File: config.mk
export PLATFORM = sky130hd
export DESIGN_NAME = iq_prog_delay_line
export DESIGN_NICKNAME = d
export VERILOG_FILES = /design/src/rtl/iq_prog_delay_line.sv
export SDC_FILE = /design/constraint.sdc
export NUM_CORES = 1
export LEC_CHECK = 0
export CORE_MARGIN = 2
export CORE_UTILIZATION = 25
export CTS_CLUSTER_SIZE = 12
export DETAILED_ROUTE_END_ITERATION = 6
export GPL_ROUTABILITY_DRIVEN = 0
export PLACE_DENSITY = 0.43
export SYNTH_ARGS = -nofsm -noshare
export SYNTH_HDL_FRONTEND = slang
export SYNTH_SLANG_ARGS = --single-unit
File: constraint.sdc
create_clock -name clk -period 4.8 [get_ports clk]
set_clock_uncertainty 0.1 [all_clocks]
set_input_delay 0.72 -clock clk [delete_from_list [all_inputs] [get_ports clk]]
set_output_delay 0.72 -clock clk [all_outputs]
set_load 0.02 [all_outputs]
File: src/rtl/iq_prog_delay_line.sv
// Programmable I/Q delay line: delays a gapped complex sample stream by 0..MAX_DELAY
// valid samples, zero-substituting until enough history has been captured.
module iq_prog_delay_line #(
   parameter int unsigned DW        = 18,
   parameter int unsigned MAX_DELAY = 32,
   parameter int unsigned DLW       = $clog2(MAX_DELAY + 1)
) (
   input  logic                 clk,
   input  logic                 rst,
   input  logic [DLW-1:0]       delay_in,
   input  logic                 delay_load,
   input  logic                 din_valid,
   input  logic signed [DW-1:0] dinI,
   input  logic signed [DW-1:0] dinQ,
   output logic signed [DW-1:0] doutI,
   output logic signed [DW-1:0] doutQ,
   output logic                 dout_valid,
   output logic [DLW-1:0]       delay_cur,
   output logic                 primed
);

   localparam int unsigned PW = (MAX_DELAY > 1) ? $clog2(MAX_DELAY) : 1;
   localparam logic [DLW-1:0] MaxDly = DLW'(MAX_DELAY);
   localparam logic [DLW:0] MaxDlyX = (DLW + 1)'(MAX_DELAY);

   logic [2*DW-1:0]       mem_q [MAX_DELAY];
   logic [PW-1:0]         wr_ptr_q, wr_ptr_d, rd_idx;
   logic [DLW-1:0]        fill_q, fill_d;
   logic [DLW-1:0]        delay_q, delay_d;
   logic signed [DW-1:0]  i_q, q_q, i_d, q_d;
   logic                  valid_q;
   logic [DLW:0]          rd_sum;
   logic [2*DW-1:0]       rd_word;

   always_comb begin
      delay_d = (delay_in > MaxDly) ? MaxDly : delay_in;

      wr_ptr_d = (wr_ptr_q == PW'(MAX_DELAY - 1)) ? '0 : wr_ptr_q + PW'(1);
      fill_d   = (fill_q == MaxDly) ? fill_q : fill_q + DLW'(1);

      // Oldest-needed slot is wr_ptr - D modulo the buffer depth; D=MAX_DELAY reads
      // the slot about to be overwritten, which still holds the old sample.
      rd_sum  = (DLW + 1)'(wr_ptr_q) + MaxDlyX - {1'b0, delay_q};
      rd_idx  = (rd_sum >= MaxDlyX) ? PW'(rd_sum - MaxDlyX) : PW'(rd_sum);
      rd_word = mem_q[rd_idx];

      if (delay_q == '0) begin
         i_d = dinI;
         q_d = dinQ;
      end else if (fill_q >= delay_q) begin
         i_d = rd_word[2*DW-1:DW];
         q_d = rd_word[DW-1:0];
      end else begin
         i_d = '0;
         q_d = '0;
      end
   end

   always_ff @(posedge clk) begin
      if (rst) begin
         wr_ptr_q <= '0;
         fill_q   <= '0;
         delay_q  <= '0;
         i_q      <= '0;
         q_q      <= '0;
         valid_q  <= 1'b0;
      end else begin
         valid_q <= din_valid;
         if (delay_load) delay_q <= delay_d;
         if (din_valid) begin
            wr_ptr_q <= wr_ptr_d;
            fill_q   <= fill_d;
            i_q      <= i_d;
            q_q      <= q_d;
         end
      end
   end

   // Storage is deliberately not reset; the fill counter gates stale entries.
   always_ff @(posedge clk) begin
      if (!rst && din_valid) mem_q[wr_ptr_q] <= {dinI, dinQ};
   end

   assign doutI      = i_q;
   assign doutQ      = q_q;
   assign dout_valid = valid_q;
   assign delay_cur  = delay_q;
   assign primed     = (fill_q >= delay_q);

endmodule

==> summary.md, run 1 <==
| Metric | Value |
|---|---|
| Placeable Area | `0.185 mm^2` |
| Final nets | `2,468` |
| GRT busiest layer | `met2` |
| WL final | `132 mm` |
| Worst-Skew Late Latency | `0.77 ns` |
| Top post-synthesis cells by area | `edfxtp_1, mux4_2, dfxtp_1` |
| Delay-heaviest family, CP | `adder cells` |
| Yosys top cell area share | `74.3%` |
| R2R depth | `8` |
| Syn Area/Cell | `21.2 um^2` |
| Top-count cell post-synth | `edfxtp_1` |
| Synth area leader | `edfxtp_1` |
| XOR/XNOR Fraction of Synth Area | `0.223%` |
| Crit-path slowest cell | `fa_4` |
| Via count | `22,922` |
| Max VDD drop | `0.000295 V` |
| Reg clk slew, reported paths | `0.06 ns` |
| EDFF count, synth | `1,152` |
| LEAKAGE | `17.3 nW` |
| DP Wirelength | `72.0 mm` |
| Status | `complete, no violations` |
| CTS sink cnt | `1,206` |
| Largest net degree at the start of global routing | `80` |
| Mux cell area share after synthesis | `15.7%` |
| Worst Setup End Kind | `register` |
| Syn nets | `2,265` |
| Setup TNS | `0 ns` |
| Worst rel slew slack | `8.61%` |
| Worst path cell trace | `inv_1, ha_4, fa_4, buf_12, mux4_2, mux4_2, nor2_1, o32ai_1` |
| Post-synthesis compound-gate area fraction | `1.98%` |
| GR Layer Usage met3 | `2.54%` |
| DRT Pass-1 Iters | `7` |
| Simple-Gate Fraction of Synth Area | `3.44%` |
| Sequential cell area fraction in the yosys report | `76.6%` |
| # fillers | `17,886` |
| Initial antenna violation count | `5` |
| FFs w/ async S/R, synth | `0%` |
| Avg WL per Cell | `26.4 um` |
| Hold Fails Final Rpt | `0` |
| CP endpoint | `doutQ[4]$_SDFFE_PP0P_` |
| Drt via density | `4.59` |
| Post-Synth Adder-Cell Area | `0.500%` |
| PortBufs | `89` |
| Met2 Use GR | `23.6%` |
| Row count | `158` |
| Placed Area | `0.0514 mm^2` |
| Worst-case clock buffer depth | `3` |
| Detailed Route Iter0 Violations | `1,820` |
| Clock buffer count from CTS | `136` |
| Final setup fails | `0` |
| CP Data Required Time | `5.29 ns` |
| Worst setup margin | `0.982 ns` |
| IO Pins | `90` |
| Syn. warnings | `0` |
| CP peak stage delay | `1.19 ns` |
| WP data arrival | `4.31 ns` |
| Post-CTS Resized | `0` |
| Mapped Cells | `2,201` |
| R2R Setup Slk | `0.98 ns` |
| Root Driver | `clkbuf_16` |
| Min-Delay Path Class | `primary input to register` |
| Chip width | `436 um` |
| Mapped Area | `0.0466 mm^2` |
| Max Fclk | `262 MHz` |
| Post CTS Setup Buffer Count | `0` |
| Crit Path Class | `register to register` |
| Final Critical Period | `3.82 ns` |
| Worst Max-Slew Pin Slew | `1.37 ns` |
| Buffers and inverters on the worst path | `2` |
| TritonCTS clock tree | `done` |
| #FFs+latches synth | `1,206` |
| Inserted Diodes | `0` |
| Fin. max-slew vios | `0` |
| CP Launch Type | `register` |
| Vias in the first global route | `24,481` |
| Layout cell share with drive strength beyond 1 | `26.2%` |
| DIE AREA | `0.190 mm^2` |
| Final ANT Viol Nets | `0` |
| Hold_buf cts | `0` |
| Die span in y | `436 um` |
| First-pass GRT wire length | `189 mm` |
| Fin area | `0.0556 mm^2` |
| List of most frequent post-synthesis cells | `edfxtp_1, mux4_2, nor2_1, nand2_1, dfxtp_1` |
| Met1 GRT Util | `18.3%` |
| Critical path depth | `8` |
| Gr usage total | `13.9%` |
| Critical path peak fanout | `47` |
| Worst reg2reg path endpoint | `doutQ[4]$_SDFFE_PP0P_` |
| Top FF cell, synth | `edfxtp_1` |
| MaxCap Viol Count | `0` |
| RSZ-0062 raised after global routing | `no` |
| Dpl ws | `0.909 ns` |
| Critical path origin | `wr_ptr_q[0]$_SDFFE_PP0P_` |
| Most used cell, CP | `mux4_2` |
| Drc violations | `0` |
| Cell area power density | `432 mW/mm^2` |
| Post-synth cell types | `45` |
| Area grow syn2layout | `19.4%` |
| Largest family of logic cells by synthesized area | `multiplexers` |
| Reg2reg start | `wr_ptr_q[0]$_SDFFE_PP0P_` |
| Total congestion overflow | `0` |
| Htree depth | `4` |
| Tcrit/Tclk final | `79.5%` |
| Initial Utilization | `25.1%` |
metal layers:
layer | vias up | routed length [um]
met4 | 8 | 2710
met5 | - | 44
met3 | 173 | 5740
met1 | 12640 | 57500
li1 | 9538 | -
met2 | 563 | 66100
state kept, by name, indices dropped and copies added, names as in the netlist:
register	cells
dout_valid	1
mem_q	1152
delay_cur	6
wr_ptr_q	5
doutQ	18
fill_q	6
doutI	18
layout make-up:
type                       count  area (um^2)  share of cell area [%]
multi-input combinational    862        10500                    18.9
sequential                  1206        35700                    64.2
clock buffer                 183         3680                    6.62
tap                         2480         3100                    5.58
timing repair buffer         188         2050                    3.69
inverter                      10         37.5                  0.0675
clock inverter                66          564                    1.01
worst min path at each step:
stage | end | start | depth (start not counted)
6_report | fill_q[1]$_SDFFE_PP0P_ | rst | 2
5_1_grt | fill_q[2]$_SDFFE_PP0P_ | rst | 2
4_1_cts | fill_q[1]$_SDFFE_PP0P_ | rst | 2
3_5_place_dp | fill_q[5]$_SDFFE_PP0P_ | fill_q[5]$_SDFFE_PP0P_ | 2
3_3_place_gp | fill_q[5]$_SDFFE_PP0P_ | fill_q[5]$_SDFFE_PP0P_ | 2
2_1_floorplan | fill_q[5]$_SDFFE_PP0P_ | fill_q[5]$_SDFFE_PP0P_ | 2
cell usage in the layout (no fill, tap or decap), drive strengths merged, types with 2 or more instances in the layout:
| cell | count |
|---|---|
| clkinvlp | 3 |
| a21oi | 7 |
| a31oi | 35 |
| clkdlybuf4s50 | 86 |
| ha | 17 |
| mux4 | 323 |
| a21o | 3 |
| nand4 | 3 |
| inv | 18 |
| o32ai | 35 |
| o22ai | 38 |
| and2 | 4 |
| clkbuf | 183 |
| or3b | 2 |
| nand2 | 120 |
| a2111oi | 4 |
| edfxtp | 1152 |
| dfxtp | 54 |
| nand3b | 4 |
| and3 | 2 |
| nor2 | 185 |
| bufinv | 5 |
| xor2 | 6 |
| mux2i | 4 |
| nand2b | 4 |
| nand3 | 4 |
| xnor2 | 5 |
| a41o | 2 |
| nor2b | 41 |
| buf | 102 |
| o21ai | 4 |
| clkinv | 50 |
power breakdown:
group | leakage (nW) | switching [mW] | internal [mW]
combinational | 4.47 | 1.39 | 1.05
sequential | 10.8 | 0.0653 | 11.6
clock | 2.07 | 4.21 | 5.69
through the flow:
step           total power [mW]  hold slack [ns]  std cells  util [%]
6_report                   24.0            0.256       4995      30.0
2_1_floorplan              13.4            0.397       2201         -
3_3_place_gp               14.4            0.426       4745      27.7
4_1_cts                    24.4            0.195       4994      30.0
3_5_place_dp               14.4            0.461       4745      27.7
5_1_grt                    24.9            0.228       4995      30.0
kinds of logic after synthesis:
family	after synthesis
DFF	1206
buffers and inverters	133
adders and majority gates	18
and+or+nand+nor	375
muxes	327
AOI/OAI and AO/OA	131
xor gates and xnor gates	11
Power figures use the tool's default switching activity.
==> inputs of run 2 (changes only) <==
- PLACE_DENSITY: 0.43 -> 0.44
- clock period: 4.8 -> 3.2 ns (I/O delays scaled with it)
==> summary.md, run 2 (synthesis gave the netlist of run 1 again) <==
| Metric | Value |
|---|---|
| Chip width | `436 um (unchanged)` |
| Setup TNS | `0 ns (unchanged)` |
| Commonest non-fill, non-tap cell in the layout | `edfxtp_1` |
| Die span in y | `436 um (unchanged)` |
| PortBufs | `89 (unchanged)` |
| Largest register FFs | `1,152 (unchanged)` |
| Drt via density | `4.59 (about the same)` |
| # fillers | `17,872 (-0.078%)` |
| Initial Utilization | `25.1% (unchanged)` |
| Reg clk slew, reported paths | `0.06 ns (about the same)` |
| Total congestion overflow | `0 (unchanged)` |
| Fin. max-slew vios | `0 (unchanged)` |
| MaxCap Viol Count | `0 (unchanged)` |
| CP Launch Type | `register` |
| IO Pins | `90 (unchanged)` |
| Cell area power density | `638 mW/mm^2 (+48%)` |
| Biggest register | `mem_q` |
| Area grow syn2layout | `22.5%` |
| WL final | `137 mm (+3.7%)` |
| Worst-Skew Late Latency | `0.76 ns (about the same)` |
| Critical path peak fanout | `19 (-60%)` |
| LEAKAGE | `18.1 nW (+4.3%)` |
| Final ANT Viol Nets | `0 (unchanged)` |
| Worst Setup End Kind | `register` |
| Placed Cells | `4,852 (+2.3%)` |
| First-pass GRT wire length | `193 mm (+2.3%)` |
| Clock buffer count from CTS | `133 (-2.2%)` |
| DRT Pass-1 Iters | `5 (-2)` |
| Via count | `23,382 (+2.0%)` |
| Largest net degree at the start of global routing | `49 (-39%)` |
| Worst setup margin | `0.0943 ns (-0.888 ns)` |
| Dpl ws | `-0.261 ns (-1.17 ns)` |
| DIE AREA | `0.190 mm^2 (unchanged)` |
| Vias in the first global route | `24,668 (+0.76%)` |
| WP data arrival | `3.62 ns (-0.69 ns)` |
| Initial antenna violation count | `6 (+1)` |
| DP Wirelength | `76.6 mm (+6.3%)` |
| Commonest cells after routing, fill and taps aside | `edfxtp_1, mux4_2, nor2_1, buf_4, clkbuf_16` |
| Detailed Route Iter0 Violations | `2,113 (+16%)` |
| Total power | `36.4 mW (+51%)` |
| Hold path depth | `3 (+1)` |
| Final nets | `2,583 (+4.7%)` |
| Htree depth | `4 (unchanged)` |
| Worst Max-Slew Pin Slew | `1.01 ns (-0.353 ns)` |
| FF/Latch Area | `0.0357 mm^2 (about the same)` |
| R2R depth | `8 (unchanged)` |
| Tcrit/Tclk final | `97.1% (+18 points)` |
| Gr usage total | `14.4% (+0.46 points)` |
| Hold Fails Final Rpt | `0 (unchanged)` |
| Worst-case clock buffer depth | `3 (unchanged)` |
| Drc violations | `0 (unchanged)` |
| Final Critical Period | `3.11 ns (-0.712 ns)` |
| Crit Path Class | `register to register` |
| TritonCTS clock tree | `done` |
| Root Driver | `clkbuf_16` |
| Hold_ws | `0.169 ns (-0.0871 ns)` |
| Min-Delay Path Class | `primary input to register` |
| Worst rel slew slack | `32.2% (+24 points)` |
| Placeable Area | `0.185 mm^2 (unchanged)` |
| Area of the multi-input gates | `0.0105 mm^2 (+0.45%)` |
| CTS sink cnt | `1,206 (unchanged)` |
| RSZ-0062 raised after global routing | `yes` |
| Final setup fails | `0 (unchanged)` |
| Max VDD drop | `0.000343 V (+16%)` |
| Row count | `158 (unchanged)` |
| CP Data Required Time | `3.71 ns (-1.58 ns)` |
| Final Non-Filler Cells | `5,099 (+2.1%)` |
| Status | `complete, no violations` |
| Max Fclk | `322 MHz (+23%)` |
| Layout cell share with drive strength beyond 1 | `29.8% (+3.6 points)` |
| Avg WL per Cell | `26.9 um (+1.5%)` |
[run 2: changes by cell type in the layout (fill, tap and decap cells not counted), moves of 4 or more]
| cell | before | now |
|---|---|---|
| clkinv_2 | 20 | 14 |
| buf_4 | 65 | 140 |
| buf_12 | 34 | 71 |
| clkinv_8 | 6 | 2 |
| clkbuf_1 | 38 | 30 |
| dfxtp_1 | 54 | 50 |
[run 2: through the flow]
step / area (um^2) / util [%]
3_5_place_dp: 52700 / 28.4
2_1_floorplan: 46600 / -
3_3_place_gp: 52700 / 28.4
6_report: 57000 / 30.8
5_1_grt: 57000 / 30.8
4_1_cts: 56900 / 30.7
[run 2: metal layers]
layer	global-route usage (%)	vias to the layer above	wire (um)
met5	0	-	62
met3	2.51	171	6100
met2	23.9	572	66700
li1	-	9755	-
met4	3.43	10	2510
met1	19.5	12874	61500
[run 2: final cells by class]
type / instances / area share [%]
Antenna cell: 1 / 0.00439
Clock buffer: 178 / 6.47
Clock inverter: 56 / 0.825
Inverter: 10 / 0.0658
Multi-Input combinational cell: 862 / 18.5
Sequential cell: 1206 / 62.6
Tap cell: 2480 / 5.44
Timing Repair Buffer: 306 / 6.14
[run 2: path summary, 6_finish.rpt]
check,startpoint,to,slack (ns)
setup / recovery,delay_cur[0]$_SDFFE_PP0P_,doutQ[15]$_SDFFE_PP0P_,0.09
hold / removal,din_valid,dout_valid$_SDFF_PP0_,0.17
setup reg to reg,delay_cur[0]$_SDFFE_PP0P_,doutQ[15]$_SDFFE_PP0P_,0.09
hold reg to reg,fill_q[5]$_SDFFE_PP0P_,fill_q[5]$_SDFFE_PP0P_,0.48
[run 2: where the power goes]
part / total, mW / internal (mW) / switching (mW)
sequential: 17.5 / 17.4 / 0.0830
combinational: 4.12 / 1.92 / 2.20
clock: 14.8 / 8.58 / 6.19
total: 36.4 / 27.9 / 8.47
[run 2: what timing repair did]
item / CTS / global route
cloned: 0 / 2
gates resized for setup: 10 / 13
endpoints found under the hold margin: 1 / 0
endpoints found under the setup margin: 7 / 19
buffers inserted: 1 / 8
pin swaps: 0 / 0
hold buffers: 1 / 0
[run 2: critical path: stages, from the launching register on]
cell	delay [ns]
dfxtp_2	0.37
ha_4	0.18
fa_4	0.82
buf_12	0.22
buf_4	0.14
mux4_2	0.29
mux4_2	0.46
nor2_1	0.23
o32ai_1	0.13
